File: src/rtl/axis_pool_pkg.sv
// Shared helpers for the ReLU/max-pool stage: index widths, signed max and u8 saturation.
// Pure functions only; no state, no latency.
package axis_pool_pkg;

   function automatic int idx_w(input int n);
      return (n > 1) ? $clog2(n) : 1;
   endfunction

   function automatic logic signed [63:0] smax(input logic signed [63:0] a,
                                               input logic signed [63:0] b);
      return (a > b) ? a : b;
   endfunction

   function automatic logic [7:0] sat_u8(input logic signed [63:0] v);
      if (v < 0)
         return 8'd0;
      else if (v > 64'sd255)
         return 8'hFF;
      else
         return v[7:0];
   endfunction

endpackage

File: src/rtl/pool_line_buf.sv
// Half-row buffer of horizontal pair maxima from the even row of each pooling window.
// Write lands on the clock edge; read is combinational; no flow control.
module pool_line_buf #(
   parameter int DEPTH  = 12,
   parameter int DATA_W = 32,
   parameter int ADDR_W = 4
) (
   input  logic              clk,
   input  logic              wr_en,
   input  logic [ADDR_W-1:0] wr_addr,
   input  logic [DATA_W-1:0] wr_dat,
   input  logic [ADDR_W-1:0] rd_addr,
   output logic [DATA_W-1:0] rd_dat
);

   logic [DATA_W-1:0] mem [DEPTH];

   always_ff @(posedge clk) begin
      if (wr_en)
         mem[wr_addr] <= wr_dat;
   end

   assign rd_dat = mem[rd_addr];

endmodule

File: src/rtl/axis_relu_maxpool.sv
// ReLU + 2x2/stride-2 max pool on a raster AXI-Stream map; AXIS_POOL_REQUANT_EN adds u8 requant.
// Output registers on the edge accepting a window's last pixel; input stalls only while a beat waits.
module axis_relu_maxpool
   import axis_pool_pkg::*;
#(
   parameter int DATA_W    = 32,
   parameter int MAP_W     = 24,
   parameter int MAP_H     = 24,
   parameter int OUT_SHIFT = 8
) (
   input  logic              ACLK,
   input  logic              ARESET,
   input  logic [DATA_W-1:0] S_AXIS_DataIn_tdata,
   input  logic              S_AXIS_DataIn_tvalid,
   output logic              S_AXIS_DataIn_tready,
   input  logic              S_AXIS_DataIn_tlast,
   output logic [DATA_W-1:0] M_AXIS_DataOut_tdata,
   output logic              M_AXIS_DataOut_tvalid,
   input  logic              M_AXIS_DataOut_tready,
   output logic              M_AXIS_DataOut_tlast,
   output logic              frame_done,
   output logic              err_tlast
);

   localparam int COL_W = idx_w(MAP_W);
   localparam int ROW_W = idx_w(MAP_H);
   localparam int LB_AW = idx_w(MAP_W / 2);

`ifdef AXIS_POOL_REQUANT_EN
   localparam bit REQUANT_EN = 1'b1;
`else
   localparam bit REQUANT_EN = 1'b0;
`endif
   localparam int EFF_SHIFT = REQUANT_EN ? OUT_SHIFT : 0;

   logic [COL_W-1:0]         col;
   logic [ROW_W-1:0]         row;
   logic signed [DATA_W-1:0] hold;
   logic signed [DATA_W-1:0] in_dat;
   logic signed [DATA_W-1:0] lb_rd;
   logic [LB_AW-1:0]         lb_addr;
   logic signed [63:0]       pair_w;
   logic signed [63:0]       pool_w;
   logic signed [63:0]       shf_w;
   logic [DATA_W-1:0]        out_val;
   logic [DATA_W-1:0]        m_dat;
   logic                     m_vld;
   logic                     m_last;
   logic                     beat_acc;
   logic                     last_pos;
   logic                     load;
   logic                     lb_wr;

   assign S_AXIS_DataIn_tready  = !ARESET && (!m_vld || M_AXIS_DataOut_tready);
   assign M_AXIS_DataOut_tdata  = m_dat;
   assign M_AXIS_DataOut_tvalid = m_vld;
   assign M_AXIS_DataOut_tlast  = m_last;

   assign in_dat   = S_AXIS_DataIn_tdata;
   assign beat_acc = S_AXIS_DataIn_tvalid && S_AXIS_DataIn_tready;
   assign last_pos = (col == COL_W'(MAP_W - 1)) && (row == ROW_W'(MAP_H - 1));
   assign load     = beat_acc && col[0] && row[0];
   assign lb_wr    = beat_acc && col[0] && !row[0];
   assign lb_addr  = LB_AW'(col >> 1);

   // Max first, then one sign test does the ReLU (and feeds the saturator when requant is on).
   always_comb begin
      pair_w = smax(64'(hold), 64'(in_dat));
      pool_w = smax(64'(lb_rd), pair_w);
      shf_w  = pool_w >>> EFF_SHIFT;
`ifdef AXIS_POOL_REQUANT_EN
      out_val = DATA_W'(sat_u8(shf_w));
`else
      out_val = (shf_w < 0) ? '0 : DATA_W'(shf_w);
`endif
   end

   pool_line_buf #(
      .DEPTH  (MAP_W / 2),
      .DATA_W (DATA_W),
      .ADDR_W (LB_AW)
   ) u_line_buf (
      .clk     (ACLK),
      .wr_en   (lb_wr),
      .wr_addr (lb_addr),
      .wr_dat  (pair_w[DATA_W-1:0]),
      .rd_addr (lb_addr),
      .rd_dat  (lb_rd)
   );

   always_ff @(posedge ACLK) begin
      if (ARESET) begin
         col        <= '0;
         row        <= '0;
         hold       <= '0;
         m_dat      <= '0;
         m_vld      <= 1'b0;
         m_last     <= 1'b0;
         frame_done <= 1'b0;
         err_tlast  <= 1'b0;
      end else begin
         frame_done <= m_vld && M_AXIS_DataOut_tready && m_last;
         if (m_vld && M_AXIS_DataOut_tready)
            m_vld <= 1'b0;
         if (load) begin
            m_vld  <= 1'b1;
            m_dat  <= out_val;
            m_last <= last_pos;
         end
         if (beat_acc) begin
            if (!col[0])
               hold <= in_dat;
            if (S_AXIS_DataIn_tlast != last_pos)
               err_tlast <= 1'b1;
            // An early tlast resyncs the raster to the start of the next map.
            if (last_pos || S_AXIS_DataIn_tlast) begin
               col <= '0;
               row <= '0;
            end else if (col == COL_W'(MAP_W - 1)) begin
               col <= '0;
               row <= row + ROW_W'(1);
            end else begin
               col <= col + COL_W'(1);
            end
         end
      end
   end

endmodule

File: config.mk
export PLATFORM = sky130hd
export DESIGN_NAME = axis_relu_maxpool
export DESIGN_NICKNAME = d
export VERILOG_FILES = /design/src/rtl/axis_pool_pkg.sv /design/src/rtl/pool_line_buf.sv /design/src/rtl/axis_relu_maxpool.sv
export SDC_FILE = /design/constraint.sdc
export NUM_CORES = 1
export LEC_CHECK = 0
export BUFFER_PORTS_ARGS = -buffer_cell sky130_fd_sc_hd__buf_2
export CAP_MARGIN = 15
export CORE_MARGIN = 5
export CORE_UTILIZATION = 56
export CTS_BUF_LIST = sky130_fd_sc_hd__clkbuf_8
export CTS_CLUSTER_SIZE = 28
export DETAILED_ROUTE_END_ITERATION = 10
export PLACE_DENSITY = 0.81
export SLEW_MARGIN = 20
export SYNTH_ARGS = -nofsm -noshare
export SYNTH_HDL_FRONTEND = slang
export SYNTH_HIERARCHICAL = 1
export SYNTH_SLANG_ARGS = --single-unit
File: constraint.sdc
create_clock -name ACLK -period 4.7 [get_ports ACLK]
set_input_delay 0.235 -clock ACLK [delete_from_list [all_inputs] [get_ports ACLK]]
set_output_delay 0.235 -clock ACLK [all_outputs]
set_load 0.02 [all_outputs]
==> results of run 1 <==
report_power, final:
part           switching (mW)  leakage [nW]  internal, mW
registers              0.0198          4.12          4.51
logic                   0.552          3.96         0.437
clock network            1.56         0.784          1.68
path summary, 6_finish.rpt:
path	endpoint	cells after the start	startpoint
setup / recovery	M_AXIS_DataOut_tdata[7]	19	hold[26]
hold / removal	hold[12]	4	S_AXIS_DataIn_tdata[12]
setup reg to reg	M_AXIS_DataOut_tdata[7]	19	hold[26]
hold reg to reg	frame_done	2	M_AXIS_DataOut_tlast
layout by cell type (no fill, tap or decap), types with 37 or more instances in the layout:
| cell type | n |
|---|---|
| edfxtp_1 | 384 |
| buf_4 | 168 |
| nand2_1 | 94 |
| inv_1 | 92 |
| mux2i_1 | 77 |
| clkbuf_8 | 77 |
| buf_2 | 72 |
| mux4_2 | 64 |
| dfxtp_1 | 60 |
| a21oi_1 | 51 |
| ha_1 | 37 |
layer usage:
metal	vias to the layer above	wire, um	part of all wire (%)
met2	998	26900	48
met5	-	0	0
met4	0	3370	6.0
met1	6603	19700	35
met3	242	6090	11
li1	5581	-	-
critical path, stage by stage, from the launching register on:
cell	delay, ns
dfxtp_1	0.46
ha_4	0.26
nand4_1	0.17
buf_4	0.16
nor2_4	0.05
a221oi_4	0.34
a21boi_2	0.12
o31ai_4	0.36
buf_6	0.17
buf_12	0.14
mux2_4	0.35
ha_4	0.26
nand4b_1	0.32
nor4_4	0.35
o21ai_2	0.13
o311a_4	0.44
buf_8	0.16
clkbuf_16	0.16
or3_1	0.39
a32o_1	0.30
stage by stage:
stage          setup TNS (ns)  instances  hold WS [ns]  utilization, %
3_3_place_gp           -15.66       1891         0.438            63.0
6_report               -13.92       2068        0.0299            70.6
4_1_cts                 -2.86       2057      0.000674            69.6
5_1_grt                -16.52       2068        0.0116            70.6
2_1_floorplan               0       1270         0.363               -
3_5_place_dp           -19.25       1891         0.456            63.0
area by class of cell:
| type | instances | area (um^2) | share of cell area (%) |
|---|---|---|---|
| flip-flops and latches | 461 | 13100 | 53.6 |
| multi-input cells | 670 | 6860 | 28.1 |
| repair buffers | 280 | 2280 | 9.34 |
| clock buffers | 77 | 1060 | 4.33 |
| well taps | 455 | 569 | 2.33 |
| clock inverters | 55 | 312 | 1.27 |
| inverters | 70 | 263 | 1.07 |
sequential cells by signal, summed over array words and instances, names as in the netlist:
name,flops
M_AXIS_DataOut_tdata,31
M_AXIS_DataOut_tlast,1
M_AXIS_DataOut_tvalid,1
col,5
err_tlast,1
frame_done,1
hold,32
row,5
u_line_buf/mem,384
repair_timing:
action	in CTS	in global routing
hold buffers	7	0
hold endpoints to repair	8	0
resized for setup	89	58
pin swaps	18	58
gates cloned	7	1
buffers inserted	20	15
setup endpoints to repair	31	31
logic make-up (layout without fill, tap and decap cells):
family | count (synthesis) | in the layout | share of synthesized area [%]
AO/OA/AOI/OAI | 232 | 232 | 8.72
XOR/XNOR | 7 | 7 | 0.311
adder cells (fa/ha/maj) | 67 | 67 | 4.24
buffers and inverters | 139 | 482 | 3.39
flip-flops | 461 | 461 | 66.2
multiplexers | 160 | 160 | 12.2
other | 1 | 1 | 0.0190
AND/OR/NAND/NOR | 203 | 203 | 4.87
==> flow_summary.yaml, run 1 <==
floorplanning:
  core_um2: 34600
  die_area_um2: 39100
  initial_core_util_pct: 57.0
  rows: 68
  die_w_um: 198
  die_height_um: 198
  io_pins: 74
grt:
  grt.met1_usage_pct: 33.3
  busiest_layer: "met2"
  grt_pass1_wl_mm: 78.1
  grt_start_max_net_pins: 44
  antenna_found_initial: 1
  grt_pass1_vias: 13468
  grt_util_met3_pct: 6.19
  use_met2_pct: 43.0
  grt_overflow: 0
  grt_usage_pct: 26.4
sta:
  drv_slew: 0
  worstMarginPinSlew_ns: 1.17
  finClkSkew_ns: 0.0460
  setup_ws_ns: -0.528
  fin_crit_sh_pct: 111
  fmax_ghz: 0.191
  finalHoldViolCount: 0
  rsz0062_at_grt: "true"
  slew_headroom_pct: 21.7
  min_period_ns: 5.23
  setup_viol: 31
placement:
  place_ws_ns: -0.651
  place_congestion: 0.856
  portBuffers: 72
  hpwl_mm: 29.2
  place_area_um2: 21800
worst_setup_path:
  reg2reg_slack_ns: -0.53
  cp-end-kind: "flop"
  critPathKind: "flop to flop"
  start_kind: "flop"
  worst-path-max-fanout: 6
  crit_required_ns: 5.18
  crit_arrival_ns: 5.71
yosys:
  ys_ff_latch: 461
  yosysSeqAreaShare_pct: 66.2
  ys_types: 63
  synth_top_cell_by_area: "edfxtp_1"
  syn_area_per_cell_um2: 15.5
  syn-num-nets: 1373
  synth_edf_count: 384
  ys.flop_type: "edfxtp_1"
  netlist_area_um2: 19700
  ys_warn_count: 6
  synth_top_area_share_pct: 58.4
  async_flop_share_pct: 0
  synth_most_common_cell: "edfxtp_1"
  synthCells: 1270
  synth_commonest_cells: "384 x edfxtp_1, 94 x nand2_1, 93 x mux2i_1"
  synthTopCellsByArea: "edfxtp_1 58%, dfxtp_1 7.8%, mux4_2 7.3%"
detailed_routing:
  drt_first_pass_iters: 9
  first_iter_violations: 1652
  ant_nets: 0
  drc: 0
  viasPerCell: 6.49
  wl_per_cell_um: 27.1
  wl_mm: 56.0
  num_vias: 13424
power:
  p_total_mw: 8.76
  cellPowerDensity_nw_per_um2: 358
  ir_drop_v: 0.000248
  p_leak_nw: 8.87
finish:
  final_area_um2: 24500
  fill_cells: 1963
  fin_nets: 1657
  drive_gt1_share_pct: 35.2
  num_antenna_cells: 0
  areaGrowthSynthToFinish_pct: 23.9
clocking:
  clockBufferDepth: 3
  cts.clk_slew.worst_paths_ns: 0.07
  cts_buffers: 71
  h-tree-depth: 3
  clock-sinks: 461
  clkLatencyLatePin_ns: 0.61
  root_buffer: "clkbuf_8"
  cts_tree: "done"
outcome:
  violations: "setup timing"
  status: "finished with violations"
worst_hold_path:
  hold_class: "input pin to flop"
run:
  drv_cap: 0
No activity file was read; power rests on OpenSTA's default activity.
==> run 2: changes to the inputs <==
--- a/config.mk
+++ b/config.mk
@@ -13,6 +13,7 @@
 export CTS_CLUSTER_SIZE = 28
 export DETAILED_ROUTE_END_ITERATION = 10
 export PLACE_DENSITY = 0.81
+export SKIP_LAST_GASP = 1
 export SLEW_MARGIN = 20
 export SYNTH_ARGS = -nofsm -noshare
 export SYNTH_HDL_FRONTEND = slang
==> run 2 against run 1 <==
  * The flow still finishes with violations (setup timing)
  * Hold slack improved by 0.00088 ns
  * Flip-flop and latch count did not move
  * Core utilization decreased by 0.31 points
  * Count of clock-buffer cells in the layout did not move
  * Cell count shrank 0.15%
  * Die area stayed put
  * Critical path depth is 4 higher
  * Non-clock buffer count decreased by 3
  * Final area down 0.44%
  * Maximum frequency is 0.54% higher
  * Combinational power down 2.4%
  * Highest routed layer is now met5
==> flow_summary.yaml, run 2 (synthesis results as in run 1) <==
outcome:
  status: "finished with violations"
  violations: "setup timing"
detailed_routing:
  first_iter_violations: 1385
  drc: 0
  drt_first_pass_iters: 7
  wl_mm: 53.7
  ant_nets: 0
  viasPerCell: 6.40
  num_vias: 13223
  wl_per_cell_um: 26.0
worst_hold_path:
  hold_class: "input pin to flop"
  min_path_cells: 4
worst_setup_path:
  crit_arrival_ns: 5.68
  worst-path-max-fanout: 6
  ff2ff_path_depth: 23
  crit_required_ns: 5.18
  cp-end-kind: "flop"
  start_kind: "flop"
  critPathKind: "flop to flop"
finish:
  final_cell_mix: "384 x edfxtp_1, 164 x buf_4, 94 x nand2_1"
  num_antenna_cells: 0
  drive_gt1_share_pct: 34.1
  largest_reg_flops: 384
  largest_register: "u_line_buf/mem"
  final_area_um2: 24300
  instances_no_fill: 2065
  areaGrowthSynthToFinish_pct: 23.4
  fin_nets: 1654
  final_common_cell: "edfxtp_1"
sta:
  fmax_ghz: 0.192
  fin_crit_sh_pct: 111
  rsz0062_at_grt: "true"
  worstMarginPinSlew_ns: 1.14
  setup_ws_ns: -0.500
  finClkSkew_ns: 0.0411
  slew_headroom_pct: 24.3
  finalHoldViolCount: 0
  min_period_ns: 5.20
  drv_slew: 0
  setup_viol: 31
power:
  p_total_mw: 8.71
  cellPowerDensity_nw_per_um2: 358
  p_leak_nw: 8.86
  ir_drop_v: 0.000244
clocking:
  h-tree-depth: 3
  root_buffer: "clkbuf_8"
  cts_buffers: 71
  clkLatencyLatePin_ns: 0.60
  cts_tree: "done"
  clockBufferDepth: 3
  clock-sinks: 461
  cts.clk_slew.worst_paths_ns: 0.07
placement:
  dp.cells: 1891
  hpwl_mm: 29.2
  place_ws_ns: -0.651
  portBuffers: 72
  place_area_um2: 21800
  place_congestion: 0.856
floorplanning:
  initial_core_util_pct: 57.0
  rows: 68
  die_w_um: 198
  core_um2: 34600
  io_pins: 74
  die_area_um2: 39100
  die_height_um: 198
grt:
  grt_pass1_vias: 13464
  grt_pass1_wl_mm: 78.1
  grt_usage_pct: 26.4
  antenna_found_initial: 1
  grt_start_max_net_pins: 44
  grt_overflow: 0
run:
  drv_cap: 0
## run 2: cell count changes in the layout (fill, tap and decap cells not counted), sizes merged
cell    change
buf         -2
clkbuf      -1
## run 2: final cells by class
class	count	area (um^2)
fill	1978	10300
tap	455	569
clock buffer	77	1060
sequential	461	13100
clock inverter	55	312
inverter	70	263
timing repair buffer	277	2290
multi-input combinational	670	6760
## run 2: worst max-delay path, stage by stage, from the launching register on
cell and delay [ns]:
dfxtp_2 0.35, ha_4 0.29, nand4_1 0.23, buf_4 0.24, nor4_4 0.37, nand3_1 0.25
o31ai_4 0.16, buf_6 0.17, buf_12 0.14, buf_4 0.15, mux2i_1 0.23, buf_4 0.16
ha_1 0.25, a21o_1 0.21, a21o_1 0.19, a21oi_2 0.22, buf_4 0.15, o2111ai_1 0.17
o221ai_4 0.23, o311a_4 0.28, buf_6 0.14, buf_16 0.14, o21ai_2 0.07, a32o_2 0.28
## run 2: per-stage QoR
step                      util (%)  hold slack, ns  TNS (ns)
final                         70.3          0.0308    -13.55
after global routing          70.3          0.0200    -17.77
after CTS                     69.5        0.000674     -2.90
after detailed placement      63.0           0.456    -19.25
after global placement        63.0           0.438    -15.66
after floorplan                  -           0.363         0
## run 2: metal layers
metal	vias up	part of all wire [%]	global-route usage, %
met1	6563	36	33.3
met4	2	5.6	13.9
li1	5592	-	-
met5	-	0.015	0
met3	200	11	6.19
met2	866	48	42.9
## run 2: power breakdown
group / internal [mW] / total (mW) / switching [mW]
combinational: 0.433 / 0.966 / 0.534
sequential: 4.51 / 4.53 / 0.0182
clock: 1.68 / 3.21 / 1.53
## run 2: timing repair
action | CTS | global route
hold endpoints to repair | 8 | 0
gates cloned | 7 | 0
setup buffers | 20 | 10
endpoints found under the setup margin | 31 | 31
resized for setup | 84 | 39
hold buffers | 7 | 0
pin swaps | 18 | 39
## run 2: path summary, 6_finish.rpt
check | from | slack (ns) | endpoint
setup / recovery | hold[30] | -0.50 | M_AXIS_DataOut_tdata[17]
hold / removal | S_AXIS_DataIn_tdata[18] | 0.03 | hold[18]
setup reg to reg | hold[30] | -0.50 | M_AXIS_DataOut_tdata[17]
hold reg to reg | M_AXIS_DataOut_tlast | 0.46 | frame_done
==> run 3: changes to the inputs <==
--- a/config.mk
+++ b/config.mk
@@ -13,6 +13,7 @@
 export CTS_CLUSTER_SIZE = 28
 export DETAILED_ROUTE_END_ITERATION = 10
 export PLACE_DENSITY = 0.81
+export SETUP_SLACK_MARGIN = 0.4
 export SKIP_LAST_GASP = 1
 export SLEW_MARGIN = 20
 export SYNTH_ARGS = -nofsm -noshare
==> run 3 against run 2 <==
  * Highest routed layer is now met4
  * Cell count increased by 0.48%
  * Non-clock buffer count grew 11
  * Clock power grew 3%
  * Routed wire length is 3.0% lower
  * Sequential share of layout area fell by 0.18 points
  * Largest power group unchanged
  * Core utilization grew 0.22 points
  * First-iteration DRC count down 1.9%
  * Combinational power down 4.8%
  * Die area unchanged
  * The run still ends with setup timing left
  * Critical path depth shrank 3
  * Via count shrank 1.7%
==> flow_summary.yaml, run 3 (synthesis results as in run 1) <==
outcome:
  status: "finished with violations"
  violations: "setup timing"
grt:
  grt_pass1_wl_mm: 76.3
  grt_overflow: 0
  grt_start_max_net_pins: 46
  antenna_found_initial: 1
  grt_pass1_vias: 13501
  grt_usage_pct: 25.7
placement:
  place_congestion: 0.849
  hpwl_mm: 29.5
  portBuffers: 72
  place_ws_ns: -0.381
  place_area_um2: 22000
  dp.cells: 1892
sta:
  finalHoldViolCount: 0
  holdWs_ns: 0.0294
  finClkSkew_ns: 0.0414
  setup-tns-final_ns: -3.88
  setup_ws_ns: -0.197
  min_period_ns: 4.90
  drv_slew: 0
  fin_crit_sh_pct: 104
  setup_viol: 31
  slew_headroom_pct: 49.7
  rsz0062_at_grt: "true"
  worstMarginPinSlew_ns: 0.753
  fmax_ghz: 0.204
clocking:
  clkLatencyLatePin_ns: 0.61
  cts.clk_slew.worst_paths_ns: 0.07
  cts_buffers: 71
  cts_tree: "done"
  clockBufferDepth: 3
  h-tree-depth: 3
  root_buffer: "clkbuf_8"
  clock-sinks: 461
finish:
  multi_input_area_um2: 6700
  register_area_um2: 13100
  largest_reg_flops: 384
  final_area_um2: 24400
  final_cell_mix: "384 x edfxtp_1, 160 x buf_4, 93 x nand2_1"
  final_common_cell: "edfxtp_1"
  fin_nets: 1665
  drive_gt1_share_pct: 33.3
  largest_register: "u_line_buf/mem"
  areaGrowthSynthToFinish_pct: 23.8
  final_util_pct: 70.5
  fill_cells: 1979
  instances_no_fill: 2075
detailed_routing:
  wl_per_cell_um: 25.1
  first_iter_violations: 1358
  ant_nets: 0
  drc: 0
  drt_first_pass_iters: 8
  num_vias: 12997
  viasPerCell: 6.26
  wl_mm: 52.0
worst_setup_path:
  r2r-end: "M_AXIS_DataOut_tdata[5]"
  ff2ff_path_depth: 20
  timing.rr.start: "hold[23]"
  cp-end-kind: "flop"
  reg2reg_slack_ns: -0.20
  crit_arrival_ns: 5.38
  worst-path-max-fanout: 7
  critPathKind: "flop to flop"
  start_kind: "flop"
  crit_required_ns: 5.18
power:
  p_leak_nw: 8.86
  p_total_mw: 8.75
  ir_drop_v: 0.000274
  cellPowerDensity_nw_per_um2: 358
floorplanning:
  initial_core_util_pct: 57.0
  io_pins: 74
  die_w_um: 198
  rows: 68
  core_um2: 34600
  die_height_um: 198
  die_area_um2: 39100
run:
  drv_cap: 0
worst_hold_path:
  min_to: "hold[18]"
  min_path_cells: 4
  hold_path.startpoint: "S_AXIS_DataIn_tdata[18]"
  hold_class: "input pin to flop"
[run 3: changes by cell type in the layout (fill, tap and decap cells not counted), moves of 5 or more]
cell / before / now
o21ai_0: 11 / 4
clkbuf_8: 77 / 82
dlygate4sd3_1: 7 / 22
o21ai_2: 7 / 2
o21ai_1: 20 / 30
ha_4: 26 / 21
clkinv_2: 12 / 4
ha_1: 40 / 45
[run 3: worst max path at each step]
stage	from	to	slack, ns	cells past startpoint
global placement	S_AXIS_DataIn_tdata[31]	M_AXIS_DataOut_tdata[17]	-0.15	21
detailed placement	S_AXIS_DataIn_tdata[31]	M_AXIS_DataOut_tdata[25]	-0.38	21
floorplan	hold[12]	M_AXIS_DataOut_tdata[20]	0.13	21
global route	hold[30]	M_AXIS_DataOut_tdata[6]	-0.27	22
finish	hold[23]	M_AXIS_DataOut_tdata[5]	-0.20	20
CTS	hold[7]	M_AXIS_DataOut_tdata[9]	-0.02	22
[run 3: power by group]
part	leakage [nW]	switching, mW	total [mW]	internal [mW]
Combinational	3.95	0.507	0.920	0.414
Sequential	4.12	0.0174	4.53	4.51
Clock	0.789	1.53	3.30	1.76
[run 3: timing repair]
item                                    CTS  global route
pin swaps                                 6            25
endpoints found under the hold margin    23             0
hold buffers                             22             0
endpoints found under the setup margin   31            31
cloned                                    2             0
gates resized for setup                  46            47
setup buffers                            17            10
[run 3: metal layers]
layer / vias to the layer above / global-route usage [%] / wire length [um] / part of all wire [%]
met5: - / 0 / 0 / 0
met4: 0 / 9.79 / 2120 / 4.1
met3: 157 / 6.26 / 5440 / 10
met2: 789 / 43.1 / 25800 / 50
met1: 6439 / 32.7 / 18700 / 36
li1: 5612 / - / - / -
[run 3: critical path, cell delays in order, from the launching register on]
cell and delay, ns:
dfxtp_1 0.32, ha_1 0.32, nand4_1 0.18, buf_4 0.20, nor4_4 0.36, o41a_1 0.28, o31ai_4 0.09, buf_4 0.15
buf_6 0.13, buf_12 0.14, mux2i_1 0.11, buf_4 0.16, ha_1 0.35, nand4_1 0.28, a21boi_4 0.30, o21ai_4 0.09
o311a_4 0.36, buf_8 0.16, buf_16 0.13, or3_1 0.36, a32o_1 0.28
[run 3: cell type report]
class	instances	area share, %
diodes	1	0.0102
inverters	70	1.08
clock inverters	48	1.16
well taps	455	2.33
clock buffers	82	4.62
flip-flops and latches	461	53.6
multi-input cells	670	27.4
repair buffers	288	9.74
